**config.mk**
```make
export PLATFORM = sky130hd
export DESIGN_NAME = apbdma_apb_backend_flat
export DESIGN_NICKNAME = d
export VERILOG_FILES = /design/src/rtl/apbdma_apb_backend_if.sv /design/src/rtl/apbdma_apb_backend.sv /design/src/flat_wrapper.sv
export SDC_FILE = /design/constraint.sdc
export NUM_CORES = 1
export LEC_CHECK = 0
export BUFFER_PORTS_ARGS = -buffer_cell sky130_fd_sc_hd__buf_2
export CAP_MARGIN = 20
export CORE_AREA = 5 5 118 120
export CTS_CLUSTER_DIAMETER = 60
export DETAILED_ROUTE_END_ITERATION = 16
export DIE_AREA = 0 0 123 125
export PLACE_DENSITY = 0.74
export SLEW_MARGIN = 30
export SYNTH_ARGS = -nofsm -noshare
export SYNTH_HDL_FRONTEND = slang
export SYNTH_SLANG_ARGS = --single-unit
export TNS_END_PERCENT = 50
```
**constraint.sdc**
```tcl
create_clock -name clk_i -period 4.7 [get_ports clk_i]
set_clock_uncertainty 0.05 [all_clocks]
set_input_delay 0.94 -clock clk_i [delete_from_list [all_inputs] [get_ports clk_i]]
set_output_delay 0.94 -clock clk_i [all_outputs]
set_load 0.05 [all_outputs]
```
**src/rtl/apbdma_apb_backend_if.sv**
```systemverilog
// apbdma_apb_backend_if
//   Bundles the command, write-beat, read-beat, APB4 and status signals of the
//   APB DMA backend into one interface.
//   Modports:
//     master : the backend itself. It takes commands and beats in, and drives
//              the APB request and the status outputs.
//     slave  : the surroundings (midend plus APB completer). This is the
//              mirror image of master.
//   Signal groups:
//     cmd_*   command handshake (addr, len = beats-1, write)
//     w_*     write beat from the midend
//     r_*     read beat to the midend
//     p*      APB4 request/completion
//     done_o / err_o  command completion pulse and its error status
interface apbdma_apb_backend_if #(
  parameter int AddrWidth = 32,
  parameter int DataWidth = 32,
  parameter int LenWidth  = 8
);
  logic                   cmd_valid_i;
  logic                   cmd_ready_o;
  logic [AddrWidth-1:0]   cmd_addr_i;
  logic [LenWidth-1:0]    cmd_len_i;
  logic                   cmd_write_i;

  logic [DataWidth-1:0]   w_data_i;
  logic [DataWidth/8-1:0] w_strb_i;
  logic                   w_valid_i;
  logic                   w_ready_o;

  logic [DataWidth-1:0]   r_data_o;
  logic                   r_valid_o;
  logic                   r_ready_i;

  logic [AddrWidth-1:0]   paddr_o;
  logic                   psel_o;
  logic                   penable_o;
  logic                   pwrite_o;
  logic [DataWidth-1:0]   pwdata_o;
  logic [DataWidth/8-1:0] pstrb_o;
  logic                   pready_i;
  logic [DataWidth-1:0]   prdata_i;
  logic                   pslverr_i;

  logic                   done_o;
  logic                   err_o;

  modport master (
    input  cmd_valid_i, cmd_addr_i, cmd_len_i, cmd_write_i,
    input  w_data_i, w_strb_i, w_valid_i,
    input  r_ready_i,
    input  pready_i, prdata_i, pslverr_i,
    output cmd_ready_o, w_ready_o, r_data_o, r_valid_o,
    output paddr_o, psel_o, penable_o, pwrite_o, pwdata_o, pstrb_o,
    output done_o, err_o
  );

  modport slave (
    output cmd_valid_i, cmd_addr_i, cmd_len_i, cmd_write_i,
    output w_data_i, w_strb_i, w_valid_i,
    output r_ready_i,
    output pready_i, prdata_i, pslverr_i,
    input  cmd_ready_o, w_ready_o, r_data_o, r_valid_o,
    input  paddr_o, psel_o, penable_o, pwrite_o, pwdata_o, pstrb_o,
    input  done_o, err_o
  );
endinterface

```
**src/rtl/apbdma_apb_backend.sv**
```systemverilog
// apbdma_apb_backend
//   APB4 backend of a DMA engine. It accepts one command (start address,
//   beat count minus one, direction). It then runs one APB transfer per beat:
//     - for writes, it consumes one midend beat per APB write;
//     - for reads, it produces one midend beat per APB read.
//   At the end it pulses done_o, with err_o carrying the sticky OR of pslverr.
//   Ports:
//     clk_i  single clock, all logic on the rising edge
//     rst_i  synchronous, active-high reset
//     bus    apbdma_apb_backend_if.master. It carries the cmd / w / r
//            handshakes, the APB4 request/completion and done/err.
//   Optional feature (macro APBDMA_BACKEND_TIMEOUT_EN):
//     When the macro is defined, an ACCESS phase that sees no pready_i for
//     256 cycles completes as an error beat (read data 0). Without the macro,
//     ACCESS waits for pready_i forever.
module apbdma_apb_backend #(
  parameter int AddrWidth = 32,
  parameter int DataWidth = 32,
  parameter int LenWidth  = 8
) (
  input logic                   clk_i,
  input logic                   rst_i,
  apbdma_apb_backend_if.master  bus
);

  localparam int unsigned Bytes = DataWidth / 8;

  typedef enum logic [2:0] {
    IDLE,
    WAIT_W,
    SETUP,
    ACCESS,
    R_HOLD
  } state_t;

  state_t              state;
  logic [LenWidth-1:0] beat_cnt;
  logic                err_flag;
  logic                beat_end;
  logic                beat_err;
  logic                to_hit;

  function automatic logic [AddrWidth-1:0] next_addr(input logic [AddrWidth-1:0] a);
    // Natural wrap modulo 2^AddrWidth.
    return a + AddrWidth'(Bytes);
  endfunction

`ifdef APBDMA_BACKEND_TIMEOUT_EN
  logic [7:0] to_cnt;
  // The 256th ACCESS cycle without pready counts as an error completion.
  assign to_hit = (state == ACCESS) && !bus.pready_i && (to_cnt == 8'hFF);
`else
  assign to_hit = 1'b0;
`endif

  assign beat_end = (state == ACCESS) && (bus.pready_i || to_hit);
  // A timeout forces the error; otherwise the completer's pslverr decides.
  assign beat_err = to_hit ? 1'b1 : bus.pslverr_i;

  always_ff @(posedge clk_i) begin
    if (rst_i) begin
      state         <= IDLE;
      beat_cnt      <= '0;
      err_flag      <= 1'b0;
      bus.cmd_ready_o <= 1'b1;
      bus.w_ready_o <= 1'b0;
      bus.r_valid_o <= 1'b0;
      bus.r_data_o  <= '0;
      bus.psel_o    <= 1'b0;
      bus.penable_o <= 1'b0;
      bus.pwrite_o  <= 1'b0;
      bus.paddr_o   <= '0;
      bus.pwdata_o  <= '0;
      bus.pstrb_o   <= '0;
      bus.done_o    <= 1'b0;
      bus.err_o     <= 1'b0;
`ifdef APBDMA_BACKEND_TIMEOUT_EN
      to_cnt        <= '0;
`endif
    end else begin
      bus.done_o <= 1'b0;
      bus.err_o  <= 1'b0;
      case (state)
        IDLE: begin
          if (bus.cmd_valid_i && bus.cmd_ready_o) begin
            bus.paddr_o     <= bus.cmd_addr_i;
            bus.pwrite_o    <= bus.cmd_write_i;
            beat_cnt        <= bus.cmd_len_i;
            err_flag        <= 1'b0;
            bus.cmd_ready_o <= 1'b0;
            if (bus.cmd_write_i) begin
              bus.w_ready_o <= 1'b1;
              state         <= WAIT_W;
            end else begin
              // Reads never present write data or strobes on the bus.
              bus.pwdata_o  <= '0;
              bus.pstrb_o   <= '0;
              bus.psel_o    <= 1'b1;
              state         <= SETUP;
            end
          end
        end

        WAIT_W: begin
          if (bus.w_valid_i) begin
            bus.pwdata_o  <= bus.w_data_i;
            bus.pstrb_o   <= bus.w_strb_i;
            bus.w_ready_o <= 1'b0;
            bus.psel_o    <= 1'b1;
            state         <= SETUP;
          end
        end

        SETUP: begin
          bus.penable_o <= 1'b1;
          state         <= ACCESS;
`ifdef APBDMA_BACKEND_TIMEOUT_EN
          to_cnt        <= '0;
`endif
        end

        ACCESS: begin
`ifdef APBDMA_BACKEND_TIMEOUT_EN
          if (!beat_end) to_cnt <= to_cnt + 8'd1;
`endif
          if (beat_end) begin
            bus.psel_o    <= 1'b0;
            bus.penable_o <= 1'b0;
            err_flag      <= err_flag | beat_err;
            if (bus.pwrite_o) begin
              if (beat_cnt == '0) begin
                bus.done_o      <= 1'b1;
                bus.err_o       <= err_flag | beat_err;
                bus.cmd_ready_o <= 1'b1;
                state           <= IDLE;
              end else begin
                bus.paddr_o   <= next_addr(bus.paddr_o);
                beat_cnt      <= beat_cnt - LenWidth'(1);
                bus.w_ready_o <= 1'b1;
                state         <= WAIT_W;
              end
            end else begin
              bus.r_data_o  <= beat_err ? '0 : bus.prdata_i;
              bus.r_valid_o <= 1'b1;
              state         <= R_HOLD;
            end
          end
        end

        R_HOLD: begin
          if (bus.r_ready_i) begin
            bus.r_valid_o <= 1'b0;
            if (beat_cnt == '0) begin
              bus.done_o      <= 1'b1;
              bus.err_o       <= err_flag;
              bus.cmd_ready_o <= 1'b1;
              state           <= IDLE;
            end else begin
              bus.paddr_o <= next_addr(bus.paddr_o);
              beat_cnt    <= beat_cnt - LenWidth'(1);
              bus.psel_o  <= 1'b1;
              state       <= SETUP;
            end
          end
        end

        default: state <= IDLE;
      endcase
    end
  end

endmodule
```
**src/flat_wrapper.sv**
```systemverilog
// flat-port wrapper written by rule: the top's interface ports become plain ports
module apbdma_apb_backend_flat 
#(
  parameter int AddrWidth = 32,
  parameter int DataWidth = 32,
  parameter int LenWidth  = 8
)
  (clk_i, rst_i, bus_cmd_valid_i, bus_cmd_addr_i, bus_cmd_len_i, bus_cmd_write_i, bus_w_data_i, bus_w_strb_i, bus_w_valid_i, bus_r_ready_i, bus_pready_i, bus_prdata_i, bus_pslverr_i, bus_cmd_ready_o, bus_w_ready_o, bus_r_data_o, bus_r_valid_o, bus_paddr_o, bus_psel_o, bus_penable_o, bus_pwrite_o, bus_pwdata_o, bus_pstrb_o, bus_done_o, bus_err_o);
  apbdma_apb_backend_if #(.AddrWidth(AddrWidth), .DataWidth(DataWidth), .LenWidth(LenWidth)) bus_i ();
  input logic clk_i;
  input logic rst_i;
  input wire logic [$bits(bus_i.cmd_valid_i)-1:0] bus_cmd_valid_i;
  input wire logic [$bits(bus_i.cmd_addr_i)-1:0] bus_cmd_addr_i;
  input wire logic [$bits(bus_i.cmd_len_i)-1:0] bus_cmd_len_i;
  input wire logic [$bits(bus_i.cmd_write_i)-1:0] bus_cmd_write_i;
  input wire logic [$bits(bus_i.w_data_i)-1:0] bus_w_data_i;
  input wire logic [$bits(bus_i.w_strb_i)-1:0] bus_w_strb_i;
  input wire logic [$bits(bus_i.w_valid_i)-1:0] bus_w_valid_i;
  input wire logic [$bits(bus_i.r_ready_i)-1:0] bus_r_ready_i;
  input wire logic [$bits(bus_i.pready_i)-1:0] bus_pready_i;
  input wire logic [$bits(bus_i.prdata_i)-1:0] bus_prdata_i;
  input wire logic [$bits(bus_i.pslverr_i)-1:0] bus_pslverr_i;
  output wire logic [$bits(bus_i.cmd_ready_o)-1:0] bus_cmd_ready_o;
  output wire logic [$bits(bus_i.w_ready_o)-1:0] bus_w_ready_o;
  output wire logic [$bits(bus_i.r_data_o)-1:0] bus_r_data_o;
  output wire logic [$bits(bus_i.r_valid_o)-1:0] bus_r_valid_o;
  output wire logic [$bits(bus_i.paddr_o)-1:0] bus_paddr_o;
  output wire logic [$bits(bus_i.psel_o)-1:0] bus_psel_o;
  output wire logic [$bits(bus_i.penable_o)-1:0] bus_penable_o;
  output wire logic [$bits(bus_i.pwrite_o)-1:0] bus_pwrite_o;
  output wire logic [$bits(bus_i.pwdata_o)-1:0] bus_pwdata_o;
  output wire logic [$bits(bus_i.pstrb_o)-1:0] bus_pstrb_o;
  output wire logic [$bits(bus_i.done_o)-1:0] bus_done_o;
  output wire logic [$bits(bus_i.err_o)-1:0] bus_err_o;
  assign bus_i.cmd_valid_i = bus_cmd_valid_i;
  assign bus_i.cmd_addr_i = bus_cmd_addr_i;
  assign bus_i.cmd_len_i = bus_cmd_len_i;
  assign bus_i.cmd_write_i = bus_cmd_write_i;
  assign bus_i.w_data_i = bus_w_data_i;
  assign bus_i.w_strb_i = bus_w_strb_i;
  assign bus_i.w_valid_i = bus_w_valid_i;
  assign bus_i.r_ready_i = bus_r_ready_i;
  assign bus_i.pready_i = bus_pready_i;
  assign bus_i.prdata_i = bus_prdata_i;
  assign bus_i.pslverr_i = bus_pslverr_i;
  assign bus_cmd_ready_o = bus_i.cmd_ready_o;
  assign bus_w_ready_o = bus_i.w_ready_o;
  assign bus_r_data_o = bus_i.r_data_o;
  assign bus_r_valid_o = bus_i.r_valid_o;
  assign bus_paddr_o = bus_i.paddr_o;
  assign bus_psel_o = bus_i.psel_o;
  assign bus_penable_o = bus_i.penable_o;
  assign bus_pwrite_o = bus_i.pwrite_o;
  assign bus_pwdata_o = bus_i.pwdata_o;
  assign bus_pstrb_o = bus_i.pstrb_o;
  assign bus_done_o = bus_i.done_o;
  assign bus_err_o = bus_i.err_o;
  apbdma_apb_backend #(.AddrWidth(AddrWidth), .DataWidth(DataWidth), .LenWidth(LenWidth)) u_core (.clk_i(clk_i), .rst_i(rst_i), .bus(bus_i));
endmodule
```
==> results of run 1 <==
## cell usage after synthesis (all sizes together) (10+ instances only)
cell and instances:
dfxtp 120, nand2 120, a21oi 112, nand3 57, clkbuf 51, nor2 40, nand3b 34, o21ai 22
nor3 15, inv 14, a211oi 12, and3 11, nand4 10, nor4 10, o32ai 10
## per-stage QoR
step	hold WS, ps	setup slack, ps	util, %	power, uW	area [um2]
finish	394	1720	57.7	3170	7420
global route	414	1580	57.7	3310	7420
CTS	397	1790	57.7	3190	7420
detailed placement	390	1810	53.2	1950	6850
global placement	385	1860	53.2	1950	6850
floorplan	392	2000	-	1730	5640
## report_power, final
group | total [uW] | internal, uW | switching, uW
sequential | 1190 | 1090 | 97.0
clock | 1230 | 744 | 488
combinational | 748 | 221 | 527
## layer usage
layer	track usage, %	vias to the layer above
met2	37.1	231
met4	7.69	0
met1	28.7	2825
met3	8.36	30
li1	-	3038
met5	0	-
## cells by family after synthesis
kind of cell,after synthesis,share of synthesized area (%)
and+or+nand+nor,319,28.2
AOI/OAI and AO/OA,215,23.6
DFF,120,42.6
buffers and inverters,73,5.06
adders and majority gates,2,0.443
xor gates and xnor gates,1,0.155
## worst max-delay path: stages, from the launching register on
cell	delay, ps
sky130_fd_sc_hd__dfxtp_1	340
sky130_fd_sc_hd__inv_1	60
sky130_fd_sc_hd__ha_1	180
sky130_fd_sc_hd__or3b_2	500
sky130_fd_sc_hd__nor3_1	780
sky130_fd_sc_hd__a211o_1	230
sky130_fd_sc_hd__buf_4	370
sky130_fd_sc_hd__a21oi_1	80
sky130_fd_sc_hd__o221a_2	250
## registers in the layout, indices dropped and copies added, names as in the netlist
register                cells
u_core.bus.pwrite_o         1
u_core.bus.err_o            1
u_core.beat_cnt             8
u_core.bus.paddr_o         32
u_core.err_flag             1
u_core.bus.r_data_o        32
u_core.bus.psel_o           1
u_core.bus.r_valid_o        1
u_core.bus.cmd_ready_o      1
u_core.bus.pwdata_o        32
u_core.state                3
u_core.bus.w_ready_o        1
u_core.bus.penable_o        1
u_core.bus.pstrb_o          4
u_core.bus.done_o           1
## cell type report
cell class | instances | area (um2) | area share [%]
Clock buffer | 19 | 443 | 5.97
Tap cell | 176 | 220 | 2.97
Clock inverter | 13 | 126 | 1.70
Multi-Input combinational cell | 537 | 2980 | 40.1
Inverter | 14 | 52.6 | 0.708
Timing Repair Buffer | 234 | 1200 | 16.2
Sequential cell | 120 | 2400 | 32.4
## how the worst min path moves through the flow
| stage | cells after the start | end | slack (ps) |
|---|---|---|---|
| after floorplan | 2 | u_core.beat_cnt[3] | 390 |
| after global placement | 2 | u_core.bus.r_data_o[23] | 380 |
| after detailed placement | 2 | u_core.bus.pwdata_o[10] | 390 |
| after CTS | 2 | u_core.bus.pwdata_o[10] | 400 |
| after global routing | 2 | u_core.bus.pwdata_o[30] | 410 |
| final | 2 | u_core.bus.pwdata_o[10] | 390 |
==> results.sh, run 1 <==
export IMPL_cap_violations=0
export IMPL_post_dp_hpwl_um=12500
export IMPL_worstSetupEndpointType="flip-flop"
export IMPL_fraction_of_the_cycle_the_final_worst_path_needs_pct=63.5
export IMPL_yosysTopAreaCellShare_pct=42.6
export IMPL_area_of_the_placeable_core_um2=12900
export IMPL_antenna_cells=0
export IMPL_critPathArrivalTime_ps=3230
export IMPL_rows=42
export IMPL_placedCellCount=1081
export IMPL_final_max_slew_viol_count=0
export IMPL_gp_routability_congestion=0.875
export IMPL_grt_pass1_vias=5794
export IMPL_synthesis_nets=848
export IMPL_cp_data_required_time_ps=4950
export IMPL_post_cts_setup_buffer_count=0
export IMPL_grt_setup_unrepaired="no"
export IMPL_antenna_found_initial=0
export IMPL_synth_seq_area_share_pct=42.6
export IMPL_yosys_most_used_dff="sky130_fd_sc_hd__dfxtp_1"
export IMPL_worst_r2r_cell_count=8
export IMPL_cellLeakagePower_uw=0.00305
export IMPL_fin_crit_ps=2980
export IMPL_route_detailed_drc=0
export IMPL_cts_tree="yes"
export IMPL_clock_sinks=120
export IMPL_die_area_um2=15400
export IMPL_irDropWorstVdd_v=0.000294
export IMPL_final_net_count=1042
export IMPL_io_buffers=223
export IMPL_pin_count_of_the_biggest_net_entering_global_routing=86
export IMPL_grt_pass1_wl_um=28700
export IMPL_areaGrowthSynthToFinish_pct=31.6
export IMPL_worst_setup_hold_path_clk_slew_ps=60
export IMPL_detail_route_wl_per_cell_um=16.3
export IMPL_most_used_cells_in_the_layout_excluding_fill_and_tap_cells="sky130_fd_sc_hd__buf_2, sky130_fd_sc_hd__nand2_1, sky130_fd_sc_hd__dfxtp_1, sky130_fd_sc_hd__a21oi_1, sky130_fd_sc_hd__nand3_1"
export IMPL_worst_r2r_setup_slack_ps=1720
export IMPL_hold_bufs_at_cts=0
export IMPL_cts_max_path_buffers=2
export IMPL_regToRegStartpoint="u_core.beat_cnt[0]"
export IMPL_timing_hold_violations_final=0
export IMPL_synth_edff_count=0
export IMPL_layout_commonest_cell="sky130_fd_sc_hd__buf_2"
export IMPL_ant_nets=0
export IMPL_detailroute_via_count=6124
export IMPL_synth_warnings=0
export IMPL_instances_no_fill=1113
export IMPL_final_setup_viol_count=0
export IMPL_first_iter_violations=520
export IMPL_post_synthesis_register_bit_count=120
export IMPL_drive_gt1_share_pct=30.2
export IMPL_yosys_cell_types_count=61
export IMPL_post_synth_instance_area_um2=5640
export IMPL_setup_worst_path_end="u_core.bus.paddr_o[21]"
export IMPL_drt_total_wl_um=18100
export IMPL_power_per_cell_area_nw_per_um2=427
export IMPL_worstReg2RegEnd="u_core.bus.paddr_o[21]"
export IMPL_io_pins=224
export IMPL_worst_hold_path_type="flip-flop to flip-flop"
export IMPL_via_per_inst=5.50
export IMPL_top_layer_used="met4"
export IMPL_slew_limit_headroom_pct=33.2
export IMPL_syn_avg_cell_area_um2=7.73
export IMPL_outcome="finished, final reports clean"
export IMPL_hold_path_startpoint="u_core.bus.pwdata_o[10]"
export IMPL_fmax_ghz=0.335
export IMPL_met1_wirelength_um=7510
export IMPL_synth_largest_area_cell="sky130_fd_sc_hd__dfxtp_1"
export IMPL_path_max_fanout=42
export IMPL_ys_top_cells_by_area="sky130_fd_sc_hd__dfxtp_1, sky130_fd_sc_hd__a21oi_1, sky130_fd_sc_hd__nand2_1"
export IMPL_async_flop_share_pct=0
export IMPL_met2RoutedLength_um=8670
export IMPL_floorplan_initialDensity_pct=43.8
export IMPL_latest_clock_arrival_within_the_worst_skew_pair_ps=410
export IMPL_timing_critical_path_from_type="flip-flop"
export IMPL_dieHeight_um=125
export IMPL_cts_made_buffers=17
export IMPL_timing_setup_critical_path_class="flip-flop to flip-flop"
export IMPL_global_route_overflow_total=0
export IMPL_synth_cells=730
export IMPL_detailed_route_wirelength_on_metal3_um=1540
export IMPL_clockRootBuffer="sky130_fd_sc_hd__clkbuf_16"
export IMPL_cts_resized=0
export IMPL_fp_dieW_um=123
export IMPL_totalNegativeSetupSlack_ps=0
export IMPL_firstDrtPassIters=6
export IMPL_max_slew_worst_pin_slew_ps=995
export IMPL_timing_critical_path_from="u_core.beat_cnt[0]"
export IMPL_fillers=1232
export IMPL_grt_total_usage_pct=23.1
export IMPL_cts_htree_levels=4
(Power assumes the default switching activity.)
==> run 2: changes to the inputs <==
--- a/config.mk
+++ b/config.mk
@@ -7,11 +7,11 @@
 export LEC_CHECK = 0
 export BUFFER_PORTS_ARGS = -buffer_cell sky130_fd_sc_hd__buf_2
 export CAP_MARGIN = 20
-export CORE_AREA = 5 5 118 120
+export CORE_AREA = 5 5 120 122
 export CTS_CLUSTER_DIAMETER = 60
 export DETAILED_ROUTE_END_ITERATION = 16
-export DIE_AREA = 0 0 123 125
-export PLACE_DENSITY = 0.74
+export DIE_AREA = 0 0 125 127
+export PLACE_DENSITY = 0.75
 export SLEW_MARGIN = 30
 export SYNTH_ARGS = -nofsm -noshare
 export SYNTH_HDL_FRONTEND = slang
==> constraint.sdc (replaced) <==
create_clock -name clk_i -period 2.5 [get_ports clk_i]
set_clock_uncertainty 0.05 [all_clocks]
set_input_delay 0.5 -clock clk_i [delete_from_list [all_inputs] [get_ports clk_i]]
set_output_delay 0.5 -clock clk_i [all_outputs]
set_load 0.05 [all_outputs]
==> run 2 against run 1 <==
Cell area is 3.3% higher. Final cell count is 1.5% higher. Die area is 3.3% higher. Sequential power is 85% higher. Setup slack worse by 1600 ps. Flip-flop and latch count stayed put. Wire length is 1.5% lower. Critical path depth is 1 higher. Fmax is 26% higher. Sequential share of layout area is 0.94 points lower. Critical path type unchanged. Highest routed layer unchanged.
==> results.sh, run 2 (synthesized netlist as in run 1, its figures left out) <==
export IMPL_outcome="finished, final reports clean"
export IMPL_most_used_cells_in_the_layout_excluding_fill_and_tap_cells="sky130_fd_sc_hd__buf_2, sky130_fd_sc_hd__nand2_1, sky130_fd_sc_hd__dfxtp_1, sky130_fd_sc_hd__a21oi_1, sky130_fd_sc_hd__nand3_1"
export IMPL_critical_path_slowest_cell="sky130_fd_sc_hd__or4_1"
export IMPL_path_cells="inv_1, ha_1, or3b_2, nor3_2, buf_4, a211o_1, buf_12, or4_1, a31oi_1"
export IMPL_layout_commonest_cell="sky130_fd_sc_hd__buf_2"
export IMPL_fp_dieW_um=125
export IMPL_die_area_um2=15900
export IMPL_gp_routability_congestion=0.868
export IMPL_fraction_of_the_cycle_the_final_worst_path_needs_pct=94.4
export IMPL_global_route_overflow_total=0
export IMPL_final_total_power_uw=6250
export IMPL_grt_total_usage_pct=21.3
export IMPL_area_after_detailed_placement_um2=7040
export IMPL_post_dp_hpwl_um=12300
export IMPL_max_slew_worst_pin_slew_ps=632
export IMPL_antenna_found_initial=0
export IMPL_io_buffers=223
export IMPL_path_max_fanout=42
export IMPL_cts_made_buffers=17
export IMPL_timing_setup_critical_path_class="flip-flop to flip-flop"
export IMPL_rows=42
export IMPL_hold_bufs_at_cts=0
export IMPL_pin_count_of_the_biggest_net_entering_global_routing=116
export IMPL_timing_critical_path_from_type="flip-flop"
export IMPL_first_iter_violations=655
export IMPL_critical_path_depth=9
export IMPL_timing_hold_violations_final=0
export IMPL_firstDrtPassIters=5
export IMPL_layout_top_registers="u_core.bus.paddr_o x32, u_core.bus.pwdata_o x32, u_core.bus.r_data_o x32"
export IMPL_final_net_count=1059
export IMPL_totalNegativeSetupSlack_ps=0
export IMPL_hold_path_depth=2
export IMPL_regToRegStartpoint="u_core.beat_cnt[0]"
export IMPL_worstReg2RegEnd="u_core.bus.paddr_o[26]"
export IMPL_latest_clock_arrival_within_the_worst_skew_pair_ps=410
export IMPL_floorplan_initialDensity_pct=43.1
export IMPL_cp_data_required_time_ps=2780
export IMPL_detailroute_via_count=6193
export IMPL_worstSetupEndpointType="flip-flop"
export IMPL_detail_route_wl_per_cell_um=15.8
export IMPL_fillers=1242
export IMPL_via_per_inst=5.48
export IMPL_layout_core_utilization_pct=58.6
export IMPL_clockRootBuffer="sky130_fd_sc_hd__clkbuf_16"
export IMPL_grt_setup_unrepaired="no"
export IMPL_worst_path_buf_inv=3
export IMPL_fin_crit_ps=2360
export IMPL_cts_htree_levels=4
export IMPL_cts_tree="yes"
export IMPL_grt_pass1_wl_um=28100
export IMPL_area_of_the_placeable_core_um2=13100
export IMPL_finish_instance_area_um2=7660
export IMPL_worst_hold_path_type="primary input to flip-flop"
export IMPL_ant_nets=0
export IMPL_worst_setup_hold_path_clk_slew_ps=60
export IMPL_drt_total_wl_um=17800
export IMPL_area_sequential_um2=2410
export IMPL_worst_r2r_cell_count=9
export IMPL_power_per_cell_area_nw_per_um2=816
export IMPL_critPathMaxStageDelay_ps=470
export IMPL_grt_pass1_vias=5724
export IMPL_fmax_ghz=0.424
export IMPL_cap_violations=0
export IMPL_route_detailed_drc=0
export IMPL_final_setup_viol_count=0
export IMPL_cts_max_path_buffers=2
export IMPL_cellLeakagePower_uw=0.00320
export IMPL_multi_input_area_um2=2980
export IMPL_dieHeight_um=127
export IMPL_drive_gt1_share_pct=32.2
export IMPL_areaGrowthSynthToFinish_pct=35.8
export IMPL_final_max_slew_viol_count=0
export IMPL_critPathArrivalTime_ps=2640
export IMPL_io_pins=224
export IMPL_irDropWorstVdd_v=0.000441
export IMPL_slew_limit_headroom_pct=57.5
export IMPL_clock_sinks=120
export IMPL_worst_r2r_setup_slack_ps=140
export IMPL_timing_critical_path_from="u_core.beat_cnt[0]"
export IMPL_antenna_cells=0
export IMPL_cpLargestDelayFamily="simple AND/OR/NAND/NOR gates"
export IMPL_setup_worst_path_end="u_core.bus.paddr_o[26]"
export IMPL_post_route_hold_slack_ps=265
run 2: routing by layer:
layer / wire length (um) / GRT usage [%]
met1: 7570 / 26.9
met2: 8170 / 33.1
met3: 1460 / 7.01
met4: 608 / 10.0
met5: 0 / 0
run 2: layout make-up:
class / count / area share [%]
inverter: 14 / 0.686
tap: 176 / 2.87
multi-input combinational: 537 / 38.9
clock inverter: 13 / 2.19
clock buffer: 19 / 5.91
timing repair buffer: 251 / 18.0
sequential: 120 / 31.4
run 2: repair_timing:
action | CTS | global route
gates resized for setup | 0 | 3
setup buffers | 0 | 0
endpoints found under the setup margin | 0 | 3
run 2: power by group:
part           internal (uW)  switching, uW  total, uW  leakage (uW)
clock network           1630            912       2540      0.000301
logic                    476           1030       1510       0.00192
registers               2060            147       2200      0.000976
run 2: metrics by stage:
stage	setup WS (ps)	std cells
finish	140	1130
global route	24.7	1130
CTS	104	1130
detailed placement	128	1098
global placement	164	1098
floorplan	-18.8	730
run 2: how the worst min path moves through the flow:
stage	from	end
finish	bus_w_valid_i	u_core.bus.w_ready_o
global route	bus_w_valid_i	u_core.bus.w_ready_o
CTS	bus_w_valid_i	u_core.bus.w_ready_o
detailed placement	u_core.bus.r_data_o[17]	u_core.bus.r_data_o[17]
global placement	u_core.bus.r_data_o[2]	u_core.bus.r_data_o[2]
floorplan	u_core.beat_cnt[3]	u_core.beat_cnt[3]
==> run 3: changes to the inputs <==
--- a/config.mk
+++ b/config.mk
@@ -5,13 +5,13 @@
 export SDC_FILE = /design/constraint.sdc
 export NUM_CORES = 1
 export LEC_CHECK = 0
+export ABC_AREA = 1
 export BUFFER_PORTS_ARGS = -buffer_cell sky130_fd_sc_hd__buf_2
 export CAP_MARGIN = 20
-export CORE_AREA = 5 5 120 122
+export CORE_AREA = 5 5 138 140
 export CTS_CLUSTER_DIAMETER = 60
 export DETAILED_ROUTE_END_ITERATION = 16
-export DIE_AREA = 0 0 125 127
-export PLACE_DENSITY = 0.75
+export DIE_AREA = 0 0 143 145
 export SLEW_MARGIN = 30
 export SYNTH_ARGS = -nofsm -noshare
 export SYNTH_HDL_FRONTEND = slang
==> run 3 against run 2 <==
Cell area grew 2.5%. Wire length grew 6.8%. Register-to-register slack gained 320 ps. Count of clock-buffer cells in the layout shrank 1. Die area grew 31%. Area after synthesis grew 7.3%. Combinational power grew to 2.8 times the previous value. Synthesized cell count grew 26%. Critical endpoint is now u_core.bus.paddr_o[13]. Highest routed layer is now met5.
==> results.sh, run 3 <==
export IMPL_instances_no_fill=1364
export IMPL_timing_setup_critical_path_class="flip-flop to flip-flop"
export IMPL_areaGrowthSynthToFinish_pct=29.7
export IMPL_yosys_cell_types_count=36
export IMPL_first_iter_violations=364
export IMPL_post_route_hold_slack_ps=298
export IMPL_hold_bufs_at_cts=0
export IMPL_gp_routability_congestion=0.861
export IMPL_yosysTopAreaCellShare_pct=39.7
export IMPL_io_pins=224
export IMPL_power_per_cell_area_nw_per_um2=1200
export IMPL_fin_crit_ps=2040
export IMPL_synth_warnings=0
export IMPL_postLayoutSetupSlackWorst_ps=458
export IMPL_netlist_top_cells_count="sky130_fd_sc_hd__nand2_1, sky130_fd_sc_hd__dfxtp_1, sky130_fd_sc_hd__nand3_1, sky130_fd_sc_hd__a21oi_1, sky130_fd_sc_hd__nor2_1"
export IMPL_route_detailed_drc=0
export IMPL_synthesis_nets=1036
export IMPL_final_max_slew_viol_count=0
export IMPL_syn_avg_cell_area_um2=6.60
export IMPL_grt_total_usage_pct=18.4
export IMPL_async_flop_share_pct=0
export IMPL_critPathArrivalTime_ps=2300
export IMPL_critical_path_slowest_cell="sky130_fd_sc_hd__buf_4"
export IMPL_post_synthesis_register_bit_count=120
export IMPL_cts_max_path_buffers=2
export IMPL_cap_violations=0
export IMPL_post_dp_hpwl_um=13600
export IMPL_pin_count_of_the_biggest_net_entering_global_routing=99
export IMPL_critPathMaxStageDelay_ps=420
export IMPL_post_synth_instance_area_um2=6050
export IMPL_layout_top_registers="u_core.bus.paddr_o x32, u_core.bus.pwdata_o x32, u_core.bus.r_data_o x32"
export IMPL_worst_setup_hold_path_clk_slew_ps=60
export IMPL_ant_nets=0
export IMPL_regToRegStartpoint="u_core.state[0]"
export IMPL_global_route_overflow_total=0
export IMPL_drt_total_wl_um=19000
export IMPL_outcome="finished, final reports clean"
export IMPL_most_used_cells_in_the_layout_excluding_fill_and_tap_cells="sky130_fd_sc_hd__nand2_1, sky130_fd_sc_hd__buf_2, sky130_fd_sc_hd__dfxtp_1, sky130_fd_sc_hd__nand3_1, sky130_fd_sc_hd__a21oi_1"
export IMPL_area_of_the_placeable_core_um2=17700
export IMPL_final_setup_viol_count=0
export IMPL_irDropWorstVdd_v=0.000529
export IMPL_worstReg2RegEnd="u_core.bus.paddr_o[13]"
export IMPL_placedCellCount=1331
export IMPL_layout_commonest_cell="sky130_fd_sc_hd__nand2_1"
export IMPL_fillers=1914
export IMPL_drive_gt1_share_pct=25.9
export IMPL_worst_path_buf_inv=2
export IMPL_detail_route_wl_per_cell_um=13.9
export IMPL_timing_critical_path_from_type="flip-flop"
export IMPL_path_cells="nand2_1, nor2_2, inv_2, nand2_4, buf_4, nand3_1, o21bai_1, nand2_1, nand2_1, nor2_1"
export IMPL_worst_hold_path_type="primary input to flip-flop"
export IMPL_via_per_inst=4.80
export IMPL_cts_htree_levels=4
export IMPL_grt_pass1_vias=6322
export IMPL_yosys_most_used_dff="sky130_fd_sc_hd__dfxtp_1"
export IMPL_cellLeakagePower_uw=0.00348
export IMPL_final_net_count=1239
export IMPL_dieHeight_um=145
export IMPL_timing_hold_violations_final=0
export IMPL_cpMostUsedCell="sky130_fd_sc_hd__nand2_1"
export IMPL_synth_cells=918
export IMPL_yosys_cell_count_top_type="sky130_fd_sc_hd__nand2_1"
export IMPL_fp_dieW_um=143
export IMPL_floorplan_initialDensity_pct=34.2
export IMPL_path_max_fanout=42
export IMPL_fmax_ghz=0.490
export IMPL_worst_r2r_cell_count=10
export IMPL_cts_resized=0
export IMPL_cts_tree="yes"
export IMPL_rows=49
export IMPL_worst_r2r_setup_slack_ps=460
export IMPL_slew_limit_headroom_pct=55.4
export IMPL_latest_clock_arrival_within_the_worst_skew_pair_ps=410
export IMPL_post_cts_setup_buffer_count=0
export IMPL_hold_path_depth=3
export IMPL_synth_largest_area_cell="sky130_fd_sc_hd__dfxtp_1"
export IMPL_place_worst_setup_slack_ps=491
export IMPL_die_area_um2=20700
export IMPL_fraction_of_the_cycle_the_final_worst_path_needs_pct=81.7
export IMPL_cpLargestDelayFamily="simple AND/OR/NAND/NOR gates"
export IMPL_io_buffers=223
export IMPL_ys_top_cells_by_area="sky130_fd_sc_hd__dfxtp_1, sky130_fd_sc_hd__nand2_1, sky130_fd_sc_hd__nand3_1"
export IMPL_clockRootBuffer="sky130_fd_sc_hd__clkbuf_16"
export IMPL_clock_sinks=120
export IMPL_detailroute_via_count=6554
export IMPL_cp_data_required_time_ps=2760
export IMPL_max_slew_worst_pin_slew_ps=664
export IMPL_antenna_found_initial=2
export IMPL_synth_edff_count=0
export IMPL_firstDrtPassIters=5
export IMPL_hold_path_end="u_core.bus.r_data_o[25]"
export IMPL_hold_path_startpoint="bus_prdata_i[25]"
export IMPL_grt_setup_unrepaired="no"
export IMPL_totalNegativeSetupSlack_ps=0
export IMPL_layout_core_utilization_pct=44.3
export IMPL_grt_pass1_wl_um=31500
export IMPL_worstSetupEndpointType="flip-flop"
export IMPL_cts_made_buffers=17
export IMPL_synth_seq_area_share_pct=39.7
==> run 3: worst max path at each step <==
stage / start / to / slack [ps] / cells past startpoint
floorplan: u_core.bus.paddr_o[3] / u_core.bus.paddr_o[18] / 420 / 10
global placement: u_core.state[0] / u_core.bus.paddr_o[13] / 540 / 10
detailed placement: u_core.state[0] / u_core.bus.paddr_o[13] / 490 / 10
CTS: u_core.beat_cnt[0] / u_core.beat_cnt[1] / 480 / 9
global route: u_core.state[0] / u_core.bus.paddr_o[13] / 210 / 10
finish: u_core.state[0] / u_core.bus.paddr_o[13] / 460 / 10
==> run 3: worst register-to-register path, cell delays in order (launching register included) <==
cell and delay [ps]:
sky130_fd_sc_hd__dfxtp_1 410, sky130_fd_sc_hd__nand2_1 90, sky130_fd_sc_hd__nor2_2 200, sky130_fd_sc_hd__inv_2 120, sky130_fd_sc_hd__nand2_4 180, sky130_fd_sc_hd__buf_4 430
sky130_fd_sc_hd__nand3_1 170, sky130_fd_sc_hd__o21bai_1 140, sky130_fd_sc_hd__nand2_1 60, sky130_fd_sc_hd__nand2_1 60, sky130_fd_sc_hd__nor2_1 30
==> run 3: routing by layer <==
layer  up-vias  wire length, um  GRT usage, %
met5         -               13             0
met4         2              213          4.52
met3        16             1700          6.78
met2       220             8860          29.4
met1      2922             8240          23.5
li1       3394                -             -
==> run 3: through the flow <==
stage,area (um2),total power [uW]
floorplan,6050,6170
global placement,7250,6980
detailed placement,7250,7010
CTS,7850,9570
global route,7860,10100
finish,7860,9460
==> run 3: logic make-up after synthesis <==
logic type | Yosys count | share of synthesized area (%)
AOI/OAI and AO/OA | 155 | 13.4
xor gates and xnor gates | 1 | 0.145
adders and majority gates | 2 | 0.413
buffers and inverters | 119 | 9.53
DFF | 120 | 39.7
and+or+nand+nor | 521 | 36.8
==> run 3: report_power, final <==
part	total (uW)	switching, uW	leakage [uW]	internal [uW]
clock network	2520	941	0.000287	1580
registers	2730	425	0.000976	2300
logic	4210	3100	0.00222	1120
==> run 3: area by class of cell <==
class                   count  area [um2]  share of cell area [%]
diodes                      1        2.50                  0.0319
clock buffers              18         429                    5.46
clock inverters            14         175                    2.23
inverters                  71         270                    3.44
multi-input cells         679        3080                    39.2
flip-flops and latches    120        2400                    30.6
well taps                 229         287                    3.65
repair buffers            232        1210                    15.4
